$ cat src/rtl/waddr_fwd_pipe_pkg.sv
// Shared definitions for the MEM/WB write-address pipe of the 8-bit MIPS core.
// Provides the default address/data widths, the operand forward-select encodings
// and the index of the hardwired-zero register.
package waddr_fwd_pipe_pkg;

  localparam int unsigned AwDefault = 3;
  localparam int unsigned DwDefault = 8;

  // r0 reads as zero, so a write to it is never a real write or a forward source.
  localparam int unsigned ZeroReg = 0;

  typedef enum logic [1:0] {
    FwdRf  = 2'b00,
    FwdMem = 2'b01,
    FwdWb  = 2'b10
  } fwd_sel_e;

endpackage

$ cat src/rtl/waddr_fwd_pipe_fwd_sel.sv
// Operand forward-select for one ALU source.
// Ports:
//   src        source register address of the EX instruction
//   m_writing  MEM slot is valid, writes, and targets a non-zero register
//   m_memread  MEM slot holds a load (its data is not available yet)
//   m_waddr    MEM slot destination
//   w_writing  WB slot is valid, writes, and targets a non-zero register
//   w_waddr    WB slot destination
//   sel        00 regfile, 01 MEM slot, 10 WB slot
module waddr_fwd_pipe_fwd_sel
  import waddr_fwd_pipe_pkg::*;
#(
  parameter int unsigned AW = AwDefault
) (
  input  logic [AW-1:0] src,
  input  logic          m_writing,
  input  logic          m_memread,
  input  logic [AW-1:0] m_waddr,
  input  logic          w_writing,
  input  logic [AW-1:0] w_waddr,
  output logic [1:0]    sel
);

  fwd_sel_e sel_e;

  // MEM is checked first so the youngest producer wins when both match.
  always_comb begin
    sel_e = FwdRf;
    if (m_writing && !m_memread && (m_waddr == src)) begin
      sel_e = FwdMem;
    end else if (w_writing && (w_waddr == src)) begin
      sel_e = FwdWb;
    end
  end

  assign sel = sel_e;

endmodule

$ cat src/rtl/waddr_fwd_pipe.sv
// MEM/WB pipeline slots for the destination register of the EX instruction.
// Carries address, result and write controls through MEM and WB, drives the
// register-file write port from WB, and generates ALU forward selects and the
// load-use stall request.
// Ports:
//   clk, rst                   clock, synchronous active-high reset
//   ex_*                       EX instruction (valid, dest, controls, result, sources)
//   id_rs, id_rt, id_rt_used   ID instruction sources for load-use detection
//   mem_rdata                  data memory read data for the MEM-slot load
//   flush                      squash the instruction entering MEM
//   fwd_a, fwd_b               operand selects for ex_rs / ex_rt
//   mem_fwd_data               MEM-slot ALU result for forwarding
//   load_use_stall             one-cycle ID/IF stall request
//   wb_we, wb_waddr, wb_wdata  register-file write port
module waddr_fwd_pipe
  import waddr_fwd_pipe_pkg::*;
#(
  parameter int unsigned AW = AwDefault,
  parameter int unsigned DW = DwDefault
) (
  input  logic          clk,
  input  logic          rst,
  input  logic          ex_valid,
  input  logic [AW-1:0] ex_waddr,
  input  logic          ex_regwrite,
  input  logic          ex_memread,
  input  logic [DW-1:0] ex_result,
  input  logic [AW-1:0] ex_rs,
  input  logic [AW-1:0] ex_rt,
  input  logic [AW-1:0] id_rs,
  input  logic [AW-1:0] id_rt,
  input  logic          id_rt_used,
  input  logic [DW-1:0] mem_rdata,
  input  logic          flush,
  output logic [1:0]    fwd_a,
  output logic [1:0]    fwd_b,
  output logic [DW-1:0] mem_fwd_data,
  output logic          load_use_stall,
  output logic          wb_we,
  output logic [AW-1:0] wb_waddr,
  output logic [DW-1:0] wb_wdata
);

  localparam logic [AW-1:0] ZeroAddr = AW'(ZeroReg);

  logic          m_valid_q, m_regwrite_q, m_memread_q;
  logic [AW-1:0] m_waddr_q;
  logic [DW-1:0] m_result_q;

  logic          w_valid_q, w_regwrite_q;
  logic [AW-1:0] w_waddr_q;
  logic [DW-1:0] w_data_q;

  logic m_writing, w_writing;

  // The slots never hold: on a stall, upstream inserts a bubble via ex_valid.
  always_ff @(posedge clk) begin
    if (rst) begin
      m_valid_q    <= 1'b0;
      m_regwrite_q <= 1'b0;
      m_memread_q  <= 1'b0;
      m_waddr_q    <= '0;
      m_result_q   <= '0;
      w_valid_q    <= 1'b0;
      w_regwrite_q <= 1'b0;
      w_waddr_q    <= '0;
      w_data_q     <= '0;
    end else begin
      m_valid_q    <= ex_valid & ~flush;
      m_regwrite_q <= ex_regwrite;
      m_memread_q  <= ex_memread;
      m_waddr_q    <= ex_waddr;
      m_result_q   <= ex_result;
      w_valid_q    <= m_valid_q;
      w_regwrite_q <= m_regwrite_q;
      w_waddr_q    <= m_waddr_q;
      w_data_q     <= m_memread_q ? mem_rdata : m_result_q;
    end
  end

  assign m_writing = m_valid_q & m_regwrite_q & (m_waddr_q != ZeroAddr);
  assign w_writing = w_valid_q & w_regwrite_q & (w_waddr_q != ZeroAddr);

  assign wb_we        = w_writing;
  assign wb_waddr     = w_waddr_q;
  assign wb_wdata     = w_data_q;
  assign mem_fwd_data = m_result_q;

  assign load_use_stall = ex_valid & ex_memread & ex_regwrite & (ex_waddr != ZeroAddr) &
                          ((ex_waddr == id_rs) | (id_rt_used & (ex_waddr == id_rt)));

  waddr_fwd_pipe_fwd_sel #(
    .AW(AW)
  ) u_fwd_sel_a (
    .src      (ex_rs),
    .m_writing(m_writing),
    .m_memread(m_memread_q),
    .m_waddr  (m_waddr_q),
    .w_writing(w_writing),
    .w_waddr  (w_waddr_q),
    .sel      (fwd_a)
  );

  waddr_fwd_pipe_fwd_sel #(
    .AW(AW)
  ) u_fwd_sel_b (
    .src      (ex_rt),
    .m_writing(m_writing),
    .m_memread(m_memread_q),
    .m_waddr  (m_waddr_q),
    .w_writing(w_writing),
    .w_waddr  (w_waddr_q),
    .sel      (fwd_b)
  );

endmodule

$ cat config.mk
export PLATFORM = sky130hd
export DESIGN_NAME = waddr_fwd_pipe
export DESIGN_NICKNAME = d
export VERILOG_FILES = /design/src/rtl/waddr_fwd_pipe_pkg.sv /design/src/rtl/waddr_fwd_pipe_fwd_sel.sv /design/src/rtl/waddr_fwd_pipe.sv
export SDC_FILE = /design/constraint.sdc
export NUM_CORES = 1
export LEC_CHECK = 0
export BUFFER_PORTS_ARGS = -buffer_cell sky130_fd_sc_hd__buf_2
export CELL_PAD_IN_SITES_DETAIL_PLACEMENT = 2
export CELL_PAD_IN_SITES_GLOBAL_PLACEMENT = 2
export CORE_MARGIN = 2
export CORE_UTILIZATION = 25
export DETAILED_ROUTE_END_ITERATION = 8
export PLACE_DENSITY_LB_ADDON = 0.12
export REMOVE_ABC_BUFFERS = 1
export SLEW_MARGIN = 20
export SYNTH_ARGS = -nofsm -noshare
export SYNTH_HDL_FRONTEND = slang
export SYNTH_SLANG_ARGS = --single-unit
$ cat constraint.sdc
create_clock -name clk -period 1.4 [get_ports clk]
set_input_delay 0.14 -clock clk [delete_from_list [all_inputs] [get_ports clk]]
set_output_delay 0.14 -clock clk [all_outputs]
set_load 0.01 [all_outputs]
; After elaboration in Yosys (flattened, before gate mapping)
; Index checks and enable logic that the tools add are counted.
[totals]
register_bits = 27
elab_cells = 41
in_bits = 38
out_inout_bits = 25
[classes]
reduce_logical = 9
eq_ne = 6
muxes = 5
bitwise = 12
[ops]
columns = op, n
row1 = 3-bit == test, 6
row2 = 1-bit AND, 10
row3 = 3-bit nonzero test, 3
row4 = 2-bit two-way mux, 4
row5 = 8-bit two-way mux, 1
row6 = 1-bit logical AND, 5
row7 = 1-bit zero test, 1
row8 = 1-bit NOT, 1
row9 = 1-bit OR, 1

; Longest topological paths before layout
; Gate-level depths: netlist (run 1).
[depth]
ltp_word = 5
mapped_depth = 3
mapped_depth_nobuf = 3

; By module
; From an unflattened synthesis (run 1), not the netlist that was laid out.
[unflattened]
cells_unflattened = 98
hier_area_um2 = 1057.3
[modules_own_cells]
columns = module, n_inst, cells_per_inst, area_per_inst_um2, seq_area_each_um2
row1 = waddr_fwd_pipe, 1, 78, 894.6, 540.5
row2 = waddr_fwd_pipe_fwd_sel, 2, 10, 81.3, 0.0

; Worst setup path before layout (run 1)
; OpenSTA, ideal clock, no wires.
[synth_path]
kind = register -> output
from = register w_waddr_q[0], in the netlist wb_waddr[0]
to = output port fwd_a[1]
path_slack_ns = 0.258
t_arrival_ns = 1.002
path_stages_with_launch = 4
t_required_ns = 1.260
cell_sequence = dfxtp_1 -> o311a_1 -> nand4_1 -> a21oi_1
[synth_via]
elab_chain_len = 5
word_cells_on_any_way = 6
classes_between = 1 x eq/ne / 2 x mux / 1 x bitwise / 2 x reduce/logical
[synth_rtl]
columns = element, line_no
row1 = from (decl), waddr_fwd_pipe.sv:51  ; logic [AW-1:0] w_waddr_q;
row2 = from (signal assigned), waddr_fwd_pipe.sv:76  ; w_waddr_q <= m_waddr_q;
row3 = 3-bit nonzero test, waddr_fwd_pipe.sv:82  ; assign w_writing = w_valid_q & w_regwrite_q & (w_waddr_q != ZeroAddr);
row4 = 1-bit AND, waddr_fwd_pipe.sv:82
row5 = net wb_we, waddr_fwd_pipe.sv:39  ; output logic wb_we,
row6 = 1-bit logical AND, waddr_fwd_pipe_fwd_sel.sv:31  ; end else if (w_writing && (w_waddr == src)) begin
row7 = 2-bit two-way mux, waddr_fwd_pipe_fwd_sel.sv:31
row8 = 2-bit two-way mux, waddr_fwd_pipe_fwd_sel.sv:29  ; if (m_writing && !m_memread && (m_waddr == src)) begin
row9 = to (decl), waddr_fwd_pipe.sv:35  ; output logic [1:0] fwd_a,
; The timed path passes the listed nets, and every way through them passes these cells.

; Worst setup path after layout (run 1)
[layout_path]
from = register w_waddr_q[2], in the netlist wb_waddr[2]
to = output port fwd_a[1]
[layout_via]
elab_chain_len = 5
word_cells_on_any_way = 6
classes_between = 1 x eq/ne / 2 x mux / 1 x bitwise / 2 x reduce/logical
[layout_rtl]
columns = element, line_no
row1 = 3-bit nonzero test, waddr_fwd_pipe.sv:82
row2 = 1-bit AND, waddr_fwd_pipe.sv:82
row3 = 1-bit logical AND (*), waddr_fwd_pipe_fwd_sel.sv:31
row4 = 2-bit two-way mux (*), waddr_fwd_pipe_fwd_sel.sv:31
row5 = 2-bit two-way mux (*), waddr_fwd_pipe_fwd_sel.sv:29
; Every way passes the cells marked *; elsewhere a longest branch is shown, timed or not.

==> reports/results.ini, run 1 <==
[timing]
fin_hold_ws_ps = 16.9
finalCritPeriodShare_pct = 106
rsz0062_at_grt = true
slew_headroom_pct = 66.5
setup_tns_ps = -146
final-hold-violation-count = 0
drv_slew = 0
worst_pin_slew_ps = 503
fin_skew_ps = 5.96
setup_viol = 3
fin_ws_ps = -84.7
max_freq_mhz = 674
fin_crit_ps = 1480

[critical_path]
required_ps = 1260
worstPathMaxFanout = 4
cp.arrival_ps = 1340
critPathKind = flop to primary output
critPathLaunchType = flop
end_kind = primary output

[clock_network]
clkLatencyLatePin_ps = 270
cts_max_path_buffers = 2
post_cts_buffers = 0
h-tree-depth = 1
clkTransAtPathRegs_ps = 90
numClockSinks = 27
cts_made_buffers = 3
cts_root_buffer = clkbuf_8
cts_tree = done

[pwr]
power.density_nw_per_um2 = 993
combPwrFrac_pct = 15.4
total_power_mw = 1.52
p_seq_share_pct = 54.8
switching_share_pct = 25.6
vdd_drop_max_v = 0.000349
pwr-share-clk_pct = 29.8
switching_power_mw = 0.388
p_leak_nw = 0.705
p_int_mw = 1.13

[global_routing]
grt_pass1_wl_mm = 4.73
grt_remaining_overflow = 0
track_usage_pct = 14.0
grt_pass1_vias = 952
antenna_found_initial = 0
grt_max_degree = 28

[cells_and_area]
nets = 203
n_fill_cell = 478
diodes = 0
seqCellArea_um2 = 556
stdcell_area_um2 = 1530
syn_to_final_growth_pct = 45.0
multi_input_area_um2 = 543
drive_gt1_share_pct = 49.4

[floorplanning]
io_pins = 63
coreArea_um2 = 4030
fp.dieW_um = 68.9
initial_utilization_pct = 26.1
die_h_um = 68.9
dieArea_um2 = 4750
rows = 23

[logic_synthesis]
post_synth_xor_area_fraction_pct = 15.0
avgSynthCellArea_um2 = 10.5
synth-adder-area-share_pct = 0
synth_compound_gate_area_share_pct = 3.09
yosysTopAreaCell = dfxtp_1
netlist_instances = 100
ys_seq_elements = 27
synth.most_common_cell = dfxtp_1
synth_top_area_share_pct = 51.3
syn_area_um2 = 1050
synthTopCellsByArea = dfxtp_1, nor2b_1, xnor2_1
synth_top_flop_cell = dfxtp_1
synth-warning-count = 0
synth_common_cells = dfxtp_1, nor2b_1, xnor2_1
async_reset_ff_share_pct = 0
seq_area_frac_synth_pct = 51.3
synth-simple-area-share_pct = 21.4
synth_top_family_by_area = simple AND/OR/NAND/NOR gates
synth_mux_area_share_pct = 7.60
synth_cell_types = 18
synth_edf_count = 0

[placed_design]
routabilityCongestion = 0.690
dp_slack_ps = 202
place_hpwl_mm = 2.33
placed_area_um2 = 1420
portBuffers = 62

[route]
via_per_inst = 4.43
ant_nets = 0
drc = 0
drtIter0Drc = 4
via_count = 948
drt-total-wl_mm = 3.04
dr.pass1.iters = 2
drt-wirelength-per-cell_um = 14.2

[outcome]
violations = setup timing
status = finished, violations left

[job]
drv_cap = 0

[worst_hold_path]
min_path_type = input pin to flop

[critical path, cell delays in order (launching register included)]
cell     delay (ps)
dfxtp_4         370
o311a_4         390
nand4_1         100
a21oi_1          60
buf_2           150
[repair_timing]
item                       CTS  global route
pin swaps                    4             0
setup endpoints to repair    4             4
hold buffers                 0             0
resized for setup           15             1
[stage by stage]
stage                     utilization [%]  instances
after floorplan                         -         97
after global placement               35.2        210
after detailed placement             35.2        210
after CTS                            37.7        214
after global routing                 37.9        214
final                                37.9        214
[cells by family after synthesis]
| kind of cell | after synthesis |
|---|---|
| buffers and inverters | 3 |
| AOI/OAI and AO/OA | 4 |
| DFF | 27 |
| muxes | 8 |
| xor gates and xnor gates | 18 |
| and+or+nand+nor | 40 |
[layout by cell type, fill, tap and decap left out]
cell | Yosys | final
buf_2 | 2 | 62
dfxtp_1 | 27 | 21
nor2b_1 | 18 | 18
xnor2_1 | 12 | 11
mux2i_1 | 8 | 8
nor2_1 | 8 | 8
xor2_1 | 6 | 5
nand4_1 | 3 | 3
nor3_2 | 1 | 3
clkbuf_8 | 0 | 3
dfxtp_2 | 0 | 3
dfxtp_4 | 0 | 3
nand3_1 | 2 | 2
and2_1 | 2 | 2
a21oi_1 | 2 | 2
o311a_4 | 0 | 1
nor3_1 | 4 | 1
a211oi_2 | 1 | 1
nand2_1 | 1 | 1
nor3_4 | 0 | 1
xnor2_2 | 0 | 1
xor2_2 | 0 | 1
nor3b_1 | 1 | 1
clkinvlp_4 | 0 | 1
buf_4 | 1 | 1
[cell type report]
cell class / count / share of cell area [%]
clock inverter: 1 / 0.491
timing repair buffer: 63 / 20.8
sequential: 27 / 36.4
clock buffer: 3 / 2.70
multi-input combinational: 70 / 35.5
tap: 50 / 4.09
[metal layers]
metal / vias to the layer above / share of wire (%) / global-route usage [%]
met1: 450 / 37 / 15.5
met2: 37 / 53 / 25.0
li1: 456 / - / -
met3: 5 / 7.6 / 3.73
met5: - / 0 / 0
met4: 0 / 1.5 / 5.88
[flip-flops by register name, summed over array words and instances, names as in the netlist]
register      cells
m_regwrite_q      1
w_regwrite_q      1
m_memread_q       1
m_valid_q         1
wb_wdata          8
mem_fwd_data      8
wb_waddr          3
m_waddr_q         3
w_valid_q         1
[power groups by stage]
stage	clock (mW)	sequential, mW	combinational (mW)
floorplan	0	0.864	0.0845
global placement	0	0.847	0.216
detailed placement	0	0.849	0.225
CTS	0.480	0.832	0.235
global route	0.513	0.838	0.261
finish	0.451	0.832	0.234
[worst paths after layout]
kind,from,to,slack [ps],cells after the start
setup / recovery,wb_waddr[2],fwd_a[1],-80,4
hold / removal,flush,m_valid_q,20,2
setup reg to reg,m_memread_q,wb_wdata[7],380,3
hold reg to reg,m_valid_q,w_valid_q,470,1
Note: power is estimated with default switching activity, not from simulation.
==> run 2: changes to the inputs <==
CORE_UTILIZATION = 23   (was 25)
clock period = 1.51 ns   (was 1.4 ns; I/O delays follow)
==> run 2 against run 1 <==
Net effect:
- the run now ends clean
- clock-buffer cell count did not move
- non-clock buffer count did not move
- worst hold slack improved by 24 ps
- sequential share of layout area rose by 0.21 points
- core utilization fell by 3.8 points
- global-route usage fell by 1.9 points
- sequential power fell by 7.2%
- wire length fell by 8.5%
==> reports/results.ini, run 2 (synthesized netlist as in run 1, its figures left out) <==
[cells_and_area]
syn_to_final_growth_pct = 41.9
diodes = 0  ; unchanged
stdcell_area_um2 = 1500  ; -2.1%
instances_no_fill = 216  ; +0.93%
nets = 203  ; unchanged
final_common_cell = buf_2
post-route-util_pct = 34.1  ; -3.8 points
drive_gt1_share_pct = 47.0  ; -2.4 points
n_fill_cell = 506  ; +5.9%
mostFrequentLayoutCells = buf_2, dfxtp_1, nor2b_1

[global_routing]
grt_remaining_overflow = 0  ; unchanged
track_usage_pct = 12.0  ; -1.9 points
grt_max_degree = 28  ; unchanged
antenna_found_initial = 0  ; unchanged
grt_pass1_wl_mm = 4.91  ; +3.8%
grt_pass1_vias = 1027  ; +7.9%

[floorplanning]
rows = 24  ; +4.3%
die_h_um = 71.7  ; +4.0%
coreArea_um2 = 4380  ; +8.8%
initial_utilization_pct = 24.0  ; -2.1 points
io_pins = 63  ; unchanged
fp.dieW_um = 71.7  ; +4.0%
dieArea_um2 = 5140  ; +8.2%

[route]
wl_met1_mm = 1.21  ; +6.6%
dr.pass1.iters = 2  ; unchanged
via_count = 921  ; -2.8%
drtIter0Drc = 22  ; +18
drt-total-wl_mm = 2.78  ; -8.5%
drt-wirelength-per-cell_um = 12.9  ; -9.3%
drc = 0  ; unchanged
dr_wl_met3_um = 198  ; -15%
top_layer_used = met4
ant_nets = 0  ; unchanged
via_per_inst = 4.26  ; -3.7%
wl_met2_mm = 1.35  ; -17%

[outcome]
status = finished clean

[timing]
worst_pin_slew_ps = 472  ; -30.5 ps
setup_viol = 0  ; -3
final-hold-violation-count = 0  ; unchanged
setup_tns_ps = 0  ; +146 ps
rsz0062_at_grt = true
fin_hold_ws_ps = 41.4  ; +24.5 ps
fin_crit_ps = 1450
max_freq_mhz = 691
drv_slew = 0  ; unchanged
finalCritPeriodShare_pct = 95.8
fin_ws_ps = 63.8  ; +148 ps
slew_headroom_pct = 68.5  ; +2.0 points
fin_skew_ps = 11.2  ; +5.20 ps

[clock_network]
cts_tree = done
numClockSinks = 27  ; unchanged
post_cts_buffers = 0  ; unchanged
cts_root_buffer = clkbuf_8
cts_max_path_buffers = 2  ; unchanged
postCtsHoldBufs = 0  ; unchanged
h-tree-depth = 1  ; unchanged
clkLatencyLatePin_ps = 270  ; about the same
cts_made_buffers = 3  ; unchanged
clkTransAtPathRegs_ps = 90  ; about the same

[critical_path]
cp.arrival_ps = 1300  ; -40 ps
required_ps = 1360  ; +100 ps
worstPathMaxFanout = 4  ; unchanged
end_kind = primary output
critPathLaunchType = flop
r2r_setup_slack_ps = 520  ; +140 ps
critPathKind = flop to primary output

[pwr]
combPwrFrac_pct = 14.8  ; -0.6 points
p_leak_nw = 0.694  ; -1.5%
total_power_mw = 1.39  ; -8.1%
switching_share_pct = 25.0  ; -0.59 points
p_seq_share_pct = 55.3  ; +0.5 points
p_int_mw = 1.05  ; -7.3%
switching_power_mw = 0.349  ; -10%
pwr-share-clk_pct = 29.8  ; about the same
vdd_drop_max_v = 0.000318  ; -8.7%
power.density_nw_per_um2 = 933  ; -6.1%

[job]
drv_cap = 0  ; unchanged

[placed_design]
dp_slack_ps = 297  ; +95.1 ps
routabilityCongestion = 0.725  ; +5.0%
place_hpwl_mm = 2.25  ; -3.6%
dp.cells = 212  ; +0.95%
portBuffers = 62  ; unchanged
placed_area_um2 = 1420  ; +0.18%

[worst_hold_path]
min_path_type = input pin to flop

run 2: path summary, 6_finish.rpt:
kind,from,end,depth (start not counted)
hold / removal,flush,m_valid_q,2
setup reg to reg,m_memread_q,wb_wdata[7],3
setup / recovery,wb_waddr[0],fwd_b[1],4
hold reg to reg,m_valid_q,w_valid_q,1
run 2: worst max-delay path: stages, from the launching register on:
cell and delay (ps):
dfxtp_2 360, o311a_4 390, nand4_1 90, a21oi_1 50, buf_2 150
run 2: final cells by class:
| cell class | instances | area, um2 | share of cell area [%] |
|---|---|---|---|
| sequential | 27 | 547 | 36.6 |
| clock buffer | 3 | 41.3 | 2.76 |
| timing repair buffer | 63 | 318 | 21.3 |
| multi-input combinational | 70 | 517 | 34.6 |
| clock inverter | 1 | 7.51 | 0.502 |
| tap | 52 | 65.1 | 4.35 |
run 2: routing by layer:
layer	GRT usage, %	vias to the layer above
met5	0	-
met2	18.7	38
met4	3.77	0
met3	2.67	2
met1	16.6	424
li1	-	457
run 2: timing repair:
action,in CTS,in global routing
resized for setup,2,6
cloned,0,0
pin swaps,0,3
setup endpoints to repair,2,4
run 2: power groups by stage:
stage	Combinational (mW)	Sequential (mW)	Clock, mW
2_1_floorplan	0.0783	0.801	0
3_3_place_gp	0.201	0.785	0
3_5_place_dp	0.208	0.788	0
4_1_cts	0.209	0.772	0.440
5_1_grt	0.235	0.778	0.474
6_report	0.207	0.772	0.416
==> run 3: changes to the inputs <==
PLACE_DENSITY = 0.78   (was default)
PLACE_DENSITY_LB_ADDON = default   (was 0.12)
==> run 3 against run 2 <==
Net effect:
- flip-flop and latch count unchanged
- clock power shrank 3%
- core utilization is 0.057 points lower
- clock-buffer cell count unchanged
- register-to-register slack got worse by 30 ps
- sequential share of layout area rose by 0.31 points
- total power is 0.37% lower
==> reports/results.ini, run 3 (synthesized netlist as in run 1, its figures left out) <==
[outcome]
status = finished clean

[global_routing]
grt_max_degree = 28  ; unchanged
grt_pass1_wl_mm = 4.79  ; -2.4%
track_usage_pct = 11.8  ; -0.27 points
grtUsageMet1_pct = 13.3  ; -3.3 points
antenna_found_initial = 0  ; unchanged
use_met3_pct = 1.55  ; -1.1 points
met2_usage_pct = 22.5  ; +3.8 points
grt_busiest_layer = met2
grt_remaining_overflow = 0  ; unchanged
grt_pass1_vias = 1029  ; +0.19%

[cells_and_area]
nets = 203  ; unchanged
mostFrequentLayoutCells = buf_2, dfxtp_1, nor2b_1
post-route-util_pct = 34.0  ; -0.057 points
drive_gt1_share_pct = 47.6  ; +0.61 points
final_common_cell = buf_2
syn_to_final_growth_pct = 41.7
instances_no_fill = 216  ; unchanged
diodes = 0  ; unchanged

[clock_network]
clkLatencyLatePin_ps = 270  ; about the same
cts_root_buffer = clkbuf_8
numClockSinks = 27  ; unchanged
cts_max_path_buffers = 2  ; unchanged
post_cts_buffers = 0  ; unchanged
clkTransAtPathRegs_ps = 90  ; about the same
cts_tree = done
cts_made_buffers = 3  ; unchanged
h-tree-depth = 1  ; unchanged

[placed_design]
portBuffers = 62  ; unchanged
dp.cells = 212  ; unchanged
routabilityCongestion = 0.937  ; +29%
dp_slack_ps = 270  ; -26.7 ps
place_hpwl_mm = 2.52  ; +12%

[critical_path]
critPathKind = flop to primary output
cpPeakStageDelay_ps = 400  ; about the same
cp_num_buf_inv = 1  ; unchanged
slowest_stage = o311a_1
cp_cell_sequence = o311a_1, nand4_1, a21oi_1, buf_2
end_kind = primary output
required_ps = 1360  ; about the same
critPathLaunchType = flop
cp.arrival_ps = 1300  ; about the same
path_delay_family = compound AO/OA/AOI/OAI gates
worstPathMaxFanout = 4  ; unchanged

[route]
drt-total-wl_mm = 3.04  ; +9.4%
drtIter0Drc = 7  ; -68%
dr.pass1.iters = 2  ; unchanged
drt-wirelength-per-cell_um = 14.1  ; +9.4%
via_per_inst = 4.38  ; +2.6%
ant_nets = 0  ; unchanged
drc = 0  ; unchanged
via_count = 945  ; +2.6%

[pwr]
total_power_mw = 1.39  ; -0.37%
vdd_drop_max_v = 0.000331  ; +3.9%
p_leak_nw = 0.704  ; +1.5%
power.density_nw_per_um2 = 931  ; -0.20%

[floorplanning]
fp.dieW_um = 71.7  ; unchanged
die_h_um = 71.7  ; unchanged
initial_utilization_pct = 24.0  ; unchanged
rows = 24  ; unchanged
coreArea_um2 = 4380  ; unchanged
dieArea_um2 = 5140  ; unchanged
io_pins = 63  ; unchanged

[timing]
setup_tns_ps = 0  ; unchanged
slew_headroom_pct = 69.2  ; +0.70 points
fin_ws_ps = 57.4  ; -6.37 ps
worst_pin_slew_ps = 462  ; -10.5 ps
drv_slew = 0  ; unchanged
setup_viol = 0  ; unchanged
finalCritPeriodShare_pct = 96.2  ; +0.42 points
fin_crit_ps = 1450  ; +6.37 ps
final-hold-violation-count = 0  ; unchanged
rsz0062_at_grt = true
max_freq_mhz = 688  ; -0.44%
fin_skew_ps = 5.78  ; -5.38 ps

[worst_hold_path]
min_path_type = input pin to flop

[job]
drv_cap = 0  ; unchanged

run 3: cell types whose count changed in the layout (fill, tap and decap cells not counted):
cell / previous run / this run
clkinvlp_4: 1 / 0
o311a_1: 0 / 1
xor2_2: 0 / 1
o311a_4: 1 / 0
dfxtp_1: 22 / 21
xor2_1: 6 / 5
dfxtp_4: 0 / 1
clkinv_2: 0 / 1
run 3: path summary, 6_finish.rpt:
check / startpoint / endpoint / slack (ps) / depth (start not counted)
setup reg to reg: m_memread_q / wb_wdata[1] / 490 / 3
hold reg to reg: m_regwrite_q / w_regwrite_q / 480 / 1
setup / recovery: wb_waddr[0] / fwd_a[1] / 60 / 4
hold / removal: flush / m_valid_q / 40 / 2
run 3: repair_timing:
item,4_1_cts,5_1_grt
endpoints found under the setup margin,3,4
gates resized for setup,2,8
hold buffers,0,0
pin swaps,1,3
run 3: layout make-up:
| class | instances | area, um2 |
|---|---|---|
| clock inverter | 1 | 5.00 |
| clock buffer | 3 | 41.3 |
| multi-input combinational | 70 | 513 |
| sequential | 27 | 551 |
| tap | 52 | 65.1 |
| fill | 504 | 2890 |
| timing repair buffer | 63 | 318 |
run 3: layer usage:
metal  share of wire (%)  routed length (um)
met5                   0                   0
met4                0.72                  22
met3                 4.3                 132
met2                  54                1660
met1                  40                1230
run 3: power breakdown:
part / internal, mW / total [mW] / switching [mW] / leakage (nW)
logic: 0.110 / 0.213 / 0.104 / 0.453
clock network: 0.185 / 0.405 / 0.220 / 0.0255
registers: 0.749 / 0.771 / 0.0220 / 0.226
total: 1.04 / 1.39 / 0.346 / 0.704
run 3: worst register-to-register path: stages, from the launching register on:
cell and delay (ps):
dfxtp_1 360, buf_4 210, mux2i_1 230, nor2_1 80
run 3: per-stage QoR:
stage	hold WS [ps]	area (um2)
6_report	42.8	1490
5_1_grt	35.1	1490
4_1_cts	35.3	1480
3_5_place_dp	330	1420
3_3_place_gp	330	1420
2_1_floorplan	223	1040
